File: src/rtl/jtdd_sdram_mux_pkg.sv
// rtl/jtdd_sdram_mux_pkg.sv - arbiter state encoding and slot-index width helper
package jtdd_sdram_mux_pkg;

   typedef enum logic [1:0] {
      ST_IDLE      = 2'd0,
      ST_WAIT_ACK  = 2'd1,
      ST_WAIT_DATA = 2'd2
   } state_t;

   // A single slot still needs one index bit so that the index registers stay legal.
   function automatic int idx_width(input int n);
      return (n > 1) ? $clog2(n) : 1;
   endfunction

endpackage

File: src/rtl/jtdd_slot_cache.sv
// rtl/jtdd_slot_cache.sv - one-word read cache for a single requester slot
module jtdd_slot_cache #(
   parameter int AW = 22,
   parameter int DW = 32
) (
   input  logic          clk,
   input  logic          rst,
   input  logic          clr,
   input  logic          cs,
   input  logic [AW-1:0] addr,
   input  logic          we,
   input  logic [AW-1:0] wr_addr,
   input  logic [DW-1:0] wr_data,
   output logic [DW-1:0] dout,
   output logic          hit
);

   logic [AW-1:0] cached_addr;
   logic          valid;

   always_ff @(posedge clk) begin
      if (rst) begin
         cached_addr <= '0;
         dout        <= '0;
         valid       <= 1'b0;
      end else begin
         if (we) begin
            cached_addr <= wr_addr;
            dout        <= wr_data;
         end
         // Invalidation wins over a same-cycle fill.
         if (clr)
            valid <= 1'b0;
         else if (we)
            valid <= 1'b1;
      end
   end

   assign hit = cs && valid && (cached_addr == addr);

endmodule

File: src/rtl/jtdd_sdram_mux.sv
// rtl/jtdd_sdram_mux.sv - N-slot SDRAM read arbiter with per-slot one-word caches
module jtdd_sdram_mux
   import jtdd_sdram_mux_pkg::*;
#(
   parameter int               SLOTS     = 6,
   parameter int               AW        = 22,
   parameter int               DW        = 32,
   parameter int               RR        = 0,
   parameter logic [SLOTS-1:0] BLANK_MSK = '0
) (
   input  logic                clk,
   input  logic                rst,
   input  logic                LVBL,
   input  logic                downloading,
   input  logic                loop_rst,
   input  logic [SLOTS-1:0]    slot_cs,
   input  logic [SLOTS*AW-1:0] slot_addr,
   output logic [SLOTS*DW-1:0] slot_dout,
   output logic [SLOTS-1:0]    slot_ok,
   output logic                sdram_req,
   output logic [AW-1:0]       sdram_addr,
   input  logic                sdram_ack,
   input  logic                data_rdy,
   input  logic [DW-1:0]       data_read,
   output logic                refresh_en,
   output logic                ready
);

   localparam int IW = idx_width(SLOTS);
   localparam int CW = IW + 1;

   state_t           state;
   logic [IW-1:0]    idx;
   logic [IW-1:0]    last;
   logic [IW-1:0]    win;
   logic [IW-1:0]    start;
   logic [CW-1:0]    cand;
   logic             found;
   logic             any_miss;
   logic             clr;
   logic             we;
   logic [SLOTS-1:0] hit;
   logic [SLOTS-1:0] miss;
   logic [SLOTS-1:0] we_slot;
   logic [AW-1:0]    addr_a [SLOTS];

   assign clr = downloading | loop_rst;

   // A fill may arrive together with the ack; data landing in IDLE belongs to an aborted read.
   assign we = !clr && data_rdy &&
               ((state == ST_WAIT_DATA) || (state == ST_WAIT_ACK && sdram_ack));

   for (genvar i = 0; i < SLOTS; i++) begin : g_slot
      assign addr_a[i]  = slot_addr[i*AW +: AW];
      assign we_slot[i] = we && (idx == IW'(i));
      assign miss[i]    = slot_cs[i] && !hit[i] && !(BLANK_MSK[i] && LVBL);

      jtdd_slot_cache #(
         .AW(AW),
         .DW(DW)
      ) u_cache (
         .clk     (clk),
         .rst     (rst),
         .clr     (clr),
         .cs      (slot_cs[i]),
         .addr    (addr_a[i]),
         .we      (we_slot[i]),
         .wr_addr (sdram_addr),
         .wr_data (data_read),
         .dout    (slot_dout[i*DW +: DW]),
         .hit     (hit[i])
      );
   end

   assign slot_ok  = hit;
   assign any_miss = |miss;
   assign ready    = !downloading && !any_miss;

   // Round-robin starts the search one past the last served slot; fixed priority always starts at 0.
   always_comb begin
      start = '0;
      cand  = '0;
      win   = '0;
      found = 1'b0;
      if (RR != 0 && last != IW'(SLOTS-1))
         start = last + 1'b1;
      for (int k = 0; k < SLOTS; k++) begin
         cand = {1'b0, start} + CW'(k);
         if (cand >= CW'(SLOTS))
            cand = cand - CW'(SLOTS);
         if (!found && miss[cand[IW-1:0]]) begin
            found = 1'b1;
            win   = cand[IW-1:0];
         end
      end
   end

   always_ff @(posedge clk) begin
      if (rst) begin
         state      <= ST_IDLE;
         idx        <= '0;
         last       <= IW'(SLOTS-1);
         sdram_req  <= 1'b0;
         sdram_addr <= '0;
         refresh_en <= 1'b1;
      end else begin
         refresh_en <= (state == ST_IDLE) && !any_miss;
         if (clr) begin
            state     <= ST_IDLE;
            sdram_req <= 1'b0;
         end else begin
            case (state)
               ST_IDLE: begin
                  if (any_miss) begin
                     idx        <= win;
                     last       <= win;
                     sdram_addr <= addr_a[win];
                     sdram_req  <= 1'b1;
                     state      <= ST_WAIT_ACK;
                  end
               end
               ST_WAIT_ACK: begin
                  if (sdram_ack) begin
                     sdram_req <= 1'b0;
                     state     <= data_rdy ? ST_IDLE : ST_WAIT_DATA;
                  end
               end
               ST_WAIT_DATA: begin
                  if (data_rdy)
                     state <= ST_IDLE;
               end
               default: begin
                  state     <= ST_IDLE;
                  sdram_req <= 1'b0;
               end
            endcase
         end
      end
   end

endmodule
File: config.mk
export PLATFORM = sky130hd
export DESIGN_NAME = jtdd_sdram_mux
export DESIGN_NICKNAME = d
export VERILOG_FILES = /design/src/rtl/jtdd_sdram_mux_pkg.sv /design/src/rtl/jtdd_slot_cache.sv /design/src/rtl/jtdd_sdram_mux.sv
export SDC_FILE = /design/constraint.sdc
export NUM_CORES = 1
export LEC_CHECK = 0
export ABC_AREA = 1
export CAP_MARGIN = 20
export CORE_ASPECT_RATIO = 0.5
export CORE_MARGIN = 5
export CORE_UTILIZATION = 47
export CTS_BUF_LIST = sky130_fd_sc_hd__clkbuf_4
export DETAILED_ROUTE_END_ITERATION = 12
export GPL_ROUTABILITY_DRIVEN = 0
export PLACE_DENSITY = 0.79
export SLEW_MARGIN = 20
export SYNTH_ARGS = -nofsm -noshare
export SYNTH_HDL_FRONTEND = slang
export SYNTH_SLANG_ARGS = --single-unit
File: constraint.sdc
create_clock -name clk -period 1.87 [get_ports clk]
set_input_delay 0.374 -clock clk [delete_from_list [all_inputs] [get_ports clk]]
set_output_delay 0.374 -clock clk [all_outputs]
set_load 0.1 [all_outputs]
==> results of run 1 <==
==> what timing repair did <==
item | CTS
hold endpoints to repair | 0
gates cloned | 32
pin swaps | 67
gates resized for setup | 382
hold buffers | 0
setup endpoints to repair | 322
setup buffers | 63
==> cells by family after synthesis <==
family	synth area share, %
compound gates	21.00
xor+xnor	1.216
buf+inv	12.62
flops	43.37
simple gates	21.80
==> Yosys cell counts (4+ instances only) <==
| cell type | number |
|---|---|
| buf_6 | 9 |
| nand2_1 | 437 |
| nand3_1 | 136 |
| inv_1 | 365 |
| nor3_1 | 6 |
| o21ai_1 | 14 |
| a2111oi_0 | 4 |
| xnor2_1 | 15 |
| a21boi_0 | 5 |
| nor4_1 | 4 |
| dfxtp_1 | 359 |
| buf_4 | 7 |
| o22ai_1 | 7 |
| nand4_1 | 13 |
| o21ai_0 | 330 |
| a211oi_1 | 15 |
| xor2_1 | 8 |
| buf_1 | 4 |
| nand2_2 | 4 |
| buf_2 | 16 |
| a21boi_1 | 16 |
| a21oi_1 | 273 |
| inv_2 | 17 |
| clkbuf_1 | 106 |
| nor2_1 | 267 |
==> through the flow <==
stage | worst slack [ns] | cell area (sq um) | setup TNS, ns | utilization, %
CTS | -1.132 | 28020 | -36.36 | 80.87
global placement | -1.029 | 24660 | -116.00 | 71.18
detailed placement | -1.078 | 24660 | -142.58 | 71.18
floorplan | -0.2024 | 16620 | -1.596 | -
==> layer usage <==
layer  overflow  global-route usage [%]
met1         13                   77.13
met2         45                   88.57
met3          3                   68.22
met4         43                   67.15
met5          3                   56.10
==> out/metrics.cfg, run 1 <==
[global_routing]
track_usage_pct = 76.40
grt_max_degree = 55
overflow = 107
antenna_found_initial = 25

[yosys]
netlist_instances = 2460
ys_ff_latch = 359
yosysUniqueCellTypes = 41
ys.warnings.count = 0
async_flop_share_pct = 0
avgSynthCellArea_sq_um = 6.737
synth_edf_count = 0
synth_area_sq_mm = 0.01657
synth_ff_type = dfxtp_1
yosysTopAreaCellShare_pct = 43.37
yosys.area.top_type = dfxtp_1
synth_nets = 2637
ys_top_cells_by_area = dfxtp_1 (43%), o21ai_0 (10%), nand2_1 (9.9%)
seq_area_frac_synth_pct = 43.37

[clock_network]
cts-htree-levels = 3
cts_made_buffers = 85
cts.path.max_buffers = 3
cts_sinks = 359
root_buffer = clkbuf_4

[place]
io_buffers = 398
dp_hpwl_um = 51480
dpl.cell_count = 3582

[floorplan]
top_level_ports = 400
rows = 48
start_util_pct = 47.82
die_y_um = 142.8
fp.dieW_um = 275.6

[status]
error = [ERROR GRT-0232] Routing congestion too high. Check the congestion heatmap in the GUI.
stop_stage = global routing
status = stopped before the end

[timing]
postGrtWorstEndpoint = ready
worstEpCategory = output port

==> run 2, diff against run 1 <==
- CORE_ASPECT_RATIO: 0.5 -> not set
- CORE_UTILIZATION: 47 -> 33
- CTS_BUF_LIST: sky130_fd_sc_hd__clkbuf_4 -> not set
- PLACE_DENSITY: 0.79 -> not set
- PLACE_DENSITY_LB_ADDON: not set -> 0.15
- clock period: 1.87 -> 2.4 ns (I/O delays scaled with it)
==> out/metrics.cfg, run 2 <==
[status]
status = finished, violations left  ; was stopped before the end
violations = setup timing

[setup_path]
startpoint = slot_addr[37]
timing.reg2reg.setup_slack_ns = -0.12
cp_max_fo = 3
r2r_cells = 19
crit_path_end_kind = output port
required_ns = 1.92
start_kind = primary input
crit_arrival_ns = 2.34
r2r-start = g_slot[0].u_cache.cached_addr[7]$_SDFFE_PP0P_
critPathKind = primary input to output port
r2r-end = sdram_addr[12]$_SDFFE_PP0P_

[pwr]
swShare_pct = 27.12
p_sw_mw = 4.057
pwr-share-seq_pct = 40.5
pwr-share-comb_pct = 14.3
leakage_nw = 11.81
peakVddDrop_v = 0.0004499
intPower_mw = 10.90
power_frac_clock_pct = 45.2
power.total_mw = 14.96
powerDensity_mw_per_mm2 = 573.9

[clock_network]
cts_sinks = 359  ; unchanged
cts_hold_buf = 0  ; unchanged
root_buffer = clkbuf_16  ; was clkbuf_4
cts_made_buffers = 43  ; was 85
clk_latency_ns = 0.59
cts_tree = done
cts.path.max_buffers = 3  ; unchanged
clkTransAtPathRegs_ns = 0.06
cts-htree-levels = 2  ; was 3

[yosys]
seq_area_frac_synth_pct = 43.37  ; unchanged
async_flop_share_pct = 0  ; unchanged
avgSynthCellArea_sq_um = 6.737  ; unchanged
synth_top_family_by_area = simple AND/OR/NAND/NOR gates  ; unchanged
ys_top_cells_by_area = dfxtp_1 (43%), o21ai_0 (10%), nand2_1 (9.9%)  ; unchanged
netlist_instances = 2460  ; unchanged
synth_ff_type = dfxtp_1  ; unchanged
ys_top_cells_by_count = nand2_1 (437), inv_1 (365), dfxtp_1 (359)  ; unchanged
yosysMostFrequentCell = nand2_1  ; unchanged
yosysUniqueCellTypes = 41  ; unchanged
synth_edf_count = 0  ; unchanged
yosys.area.top_type = dfxtp_1  ; unchanged
yosysTopAreaCellShare_pct = 43.37  ; unchanged
synth-compound-area-share_pct = 21.00  ; unchanged
synth_area_sq_mm = 0.01657  ; unchanged
synth_nets = 2637  ; unchanged
ys_ff_latch = 359  ; unchanged
synth-simple-area-share_pct = 21.80  ; unchanged
synthAdderAreaFrac_pct = 0  ; unchanged
synthMuxAreaShare_pct = 0  ; unchanged
synth_xor_area_share_pct = 1.216  ; unchanged
ys.warnings.count = 0  ; unchanged

[routing]
first_pass_iters = 6
drt_iter0_markers = 1695
wl_um = 76890
num_vias = 19080
wl_per_cell_um = 20.08
ant_nets = 0
viasPerCell = 4.982
drc_errors = 0

[finish]
drive_gt1_share_pct = 31.14
largestRegisters = g_slot.u_cache.dout (192), g_slot.u_cache.cached_addr (132), sdram_addr (22)
nets = 3300
regMostFlops = g_slot.u_cache.dout
largest_reg_flops = 192
final_common_cell = buf_4
final_cell_mix = buf_4 (513), nand2_1 (364), o21ai_0 (322)
fillerInstances = 4853
syn2layout_area_growth_pct = 57.28

[timing]
fin_tns_setup_ns = -3.668
finalWorstSetupSlack_ns = -0.4199
slew_violations = 0
final.period_utilization_pct = 117.5
setup_viol_count_final = 28
timing.hold.ws_ns = 0.4420
min_period_ns = 2.820
skew_ns = 0.03588
fmax_mhz = 354.6
finalHoldViolCount = 0
rsz0062_at_grt = yes
max_slew.worst_pin.slew_ns = 0.5701
relSlewSlack_pct = 61.99

[min_path]
min_path_cells = 2
hp-start = g_slot[4].u_cache.dout[8]$_SDFFE_PP0P_
holdCritPathClass = register to register
whs_endpoint = g_slot[4].u_cache.dout[8]$_SDFFE_PP0P_

[global_routing]
grt_max_degree = 123
overflow = 0
track_usage_pct = 26.13
grt_pass1_wl_um = 109500
first_global_vias = 18020
antenna_found_initial = 2

[floorplan]
die_y_um = 234.1  ; was 142.8 um
fp.dieW_um = 234.1  ; was 275.6 um
top_level_ports = 400  ; unchanged
start_util_pct = 33.17  ; was 47.82%
core_region_area_sq_mm = 0.04997
design.die.area_sq_mm = 0.05480
rows = 82  ; was 48

[place]
place_worst_setup_slack_ns = -0.7657  ; was -1.078 ns
dp_hpwl_um = 55080  ; was 51,480 um
io_buffers = 398  ; unchanged

[job]
maxCapViolCount = 0

-- run 2: cell counts after synthesis --
No cell type changed its count.
-- run 2: area by class of cell --
type,count,area (sq um),share of cell area (%)
Inverter,385,1463,5.612
Clock inverter,18,236.5,0.9073
Tap cell,672,840.8,3.226
Clock buffer,58,1204,4.618
Multi-Input combinational cell,1574,8264,31.71
Sequential cell,359,7251,27.82
Antenna cell,3,7.507,0.02880
Timing Repair Buffer,760,6799,26.08
-- run 2: logic make-up after synthesis --
group	count (synthesis)
buffers and inverters	527
AO/OA/AOI/OAI	669
AND/OR/NAND/NOR	882
XOR/XNOR	23
flip-flops	359
-- run 2: stage by stage --
stage	cell area, sq um	instances	utilization [%]
global route	26060	3826	52.15
floorplan	16580	2460	-
CTS	24660	3789	49.35
finish	26070	3829	52.17
detailed placement	22820	3684	45.67
global placement	22820	3684	45.67
-- run 2: how the worst max path moves through the flow --
stage | end | slack, ns | cells past startpoint
after global placement | sdram_addr[14]$_SDFFE_PP0P_ | -0.74 | 14
final | ready | -0.42 | 15
after CTS | ready | -0.45 | 14
after detailed placement | sdram_addr[13]$_SDFFE_PP0P_ | -0.77 | 18
after global routing | ready | -0.54 | 14
after floorplan | ready | 0.09 | 12
-- run 2: metal layers --
layer  vias to the layer above  global-route usage [%]  routed length [um]
met5                         -                       0                  10
met4                         2                   12.48                4763
met3                       256                   7.519                6991
met2                       840                   43.83               35680
met1                      8809                   30.79               29440
li1                       9168                       -                   -
-- run 2: what timing repair did --
action	in CTS	in global routing
setup buffers	31	30
gates resized for setup	222	271
cloned	0	18
endpoints found under the setup margin	30	33
pin swaps	71	112
-- run 2: power by group through the flow --
stage / logic, mW / clock network (mW) / registers [mW]
after floorplan: 0.602 / 0 / 6.38
after global placement: 1.93 / 0 / 6.18
after detailed placement: 1.92 / 0 / 6.18
after CTS: 1.92 / 6.91 / 6.05
after global routing: 2.26 / 7.17 / 6.05
final: 2.15 / 6.76 / 6.05
-- run 2: worst max-delay path, stage by stage --
cell,delay [ns]
clkdlybuf4s50_1,0.47
inv_2,0.07
nand2_2,0.07
nand2_2,0.06
nor2_1,0.08
nand2_1,0.10
nor2_1,0.11
nand3_1,0.09
nand2_2,0.12
nand2_2,0.09
nor2_4,0.14
buf_6,0.13
nand2_8,0.06
nor2_4,0.10
buf_12,0.18
Note: power is estimated with default switching activity, not from simulation.
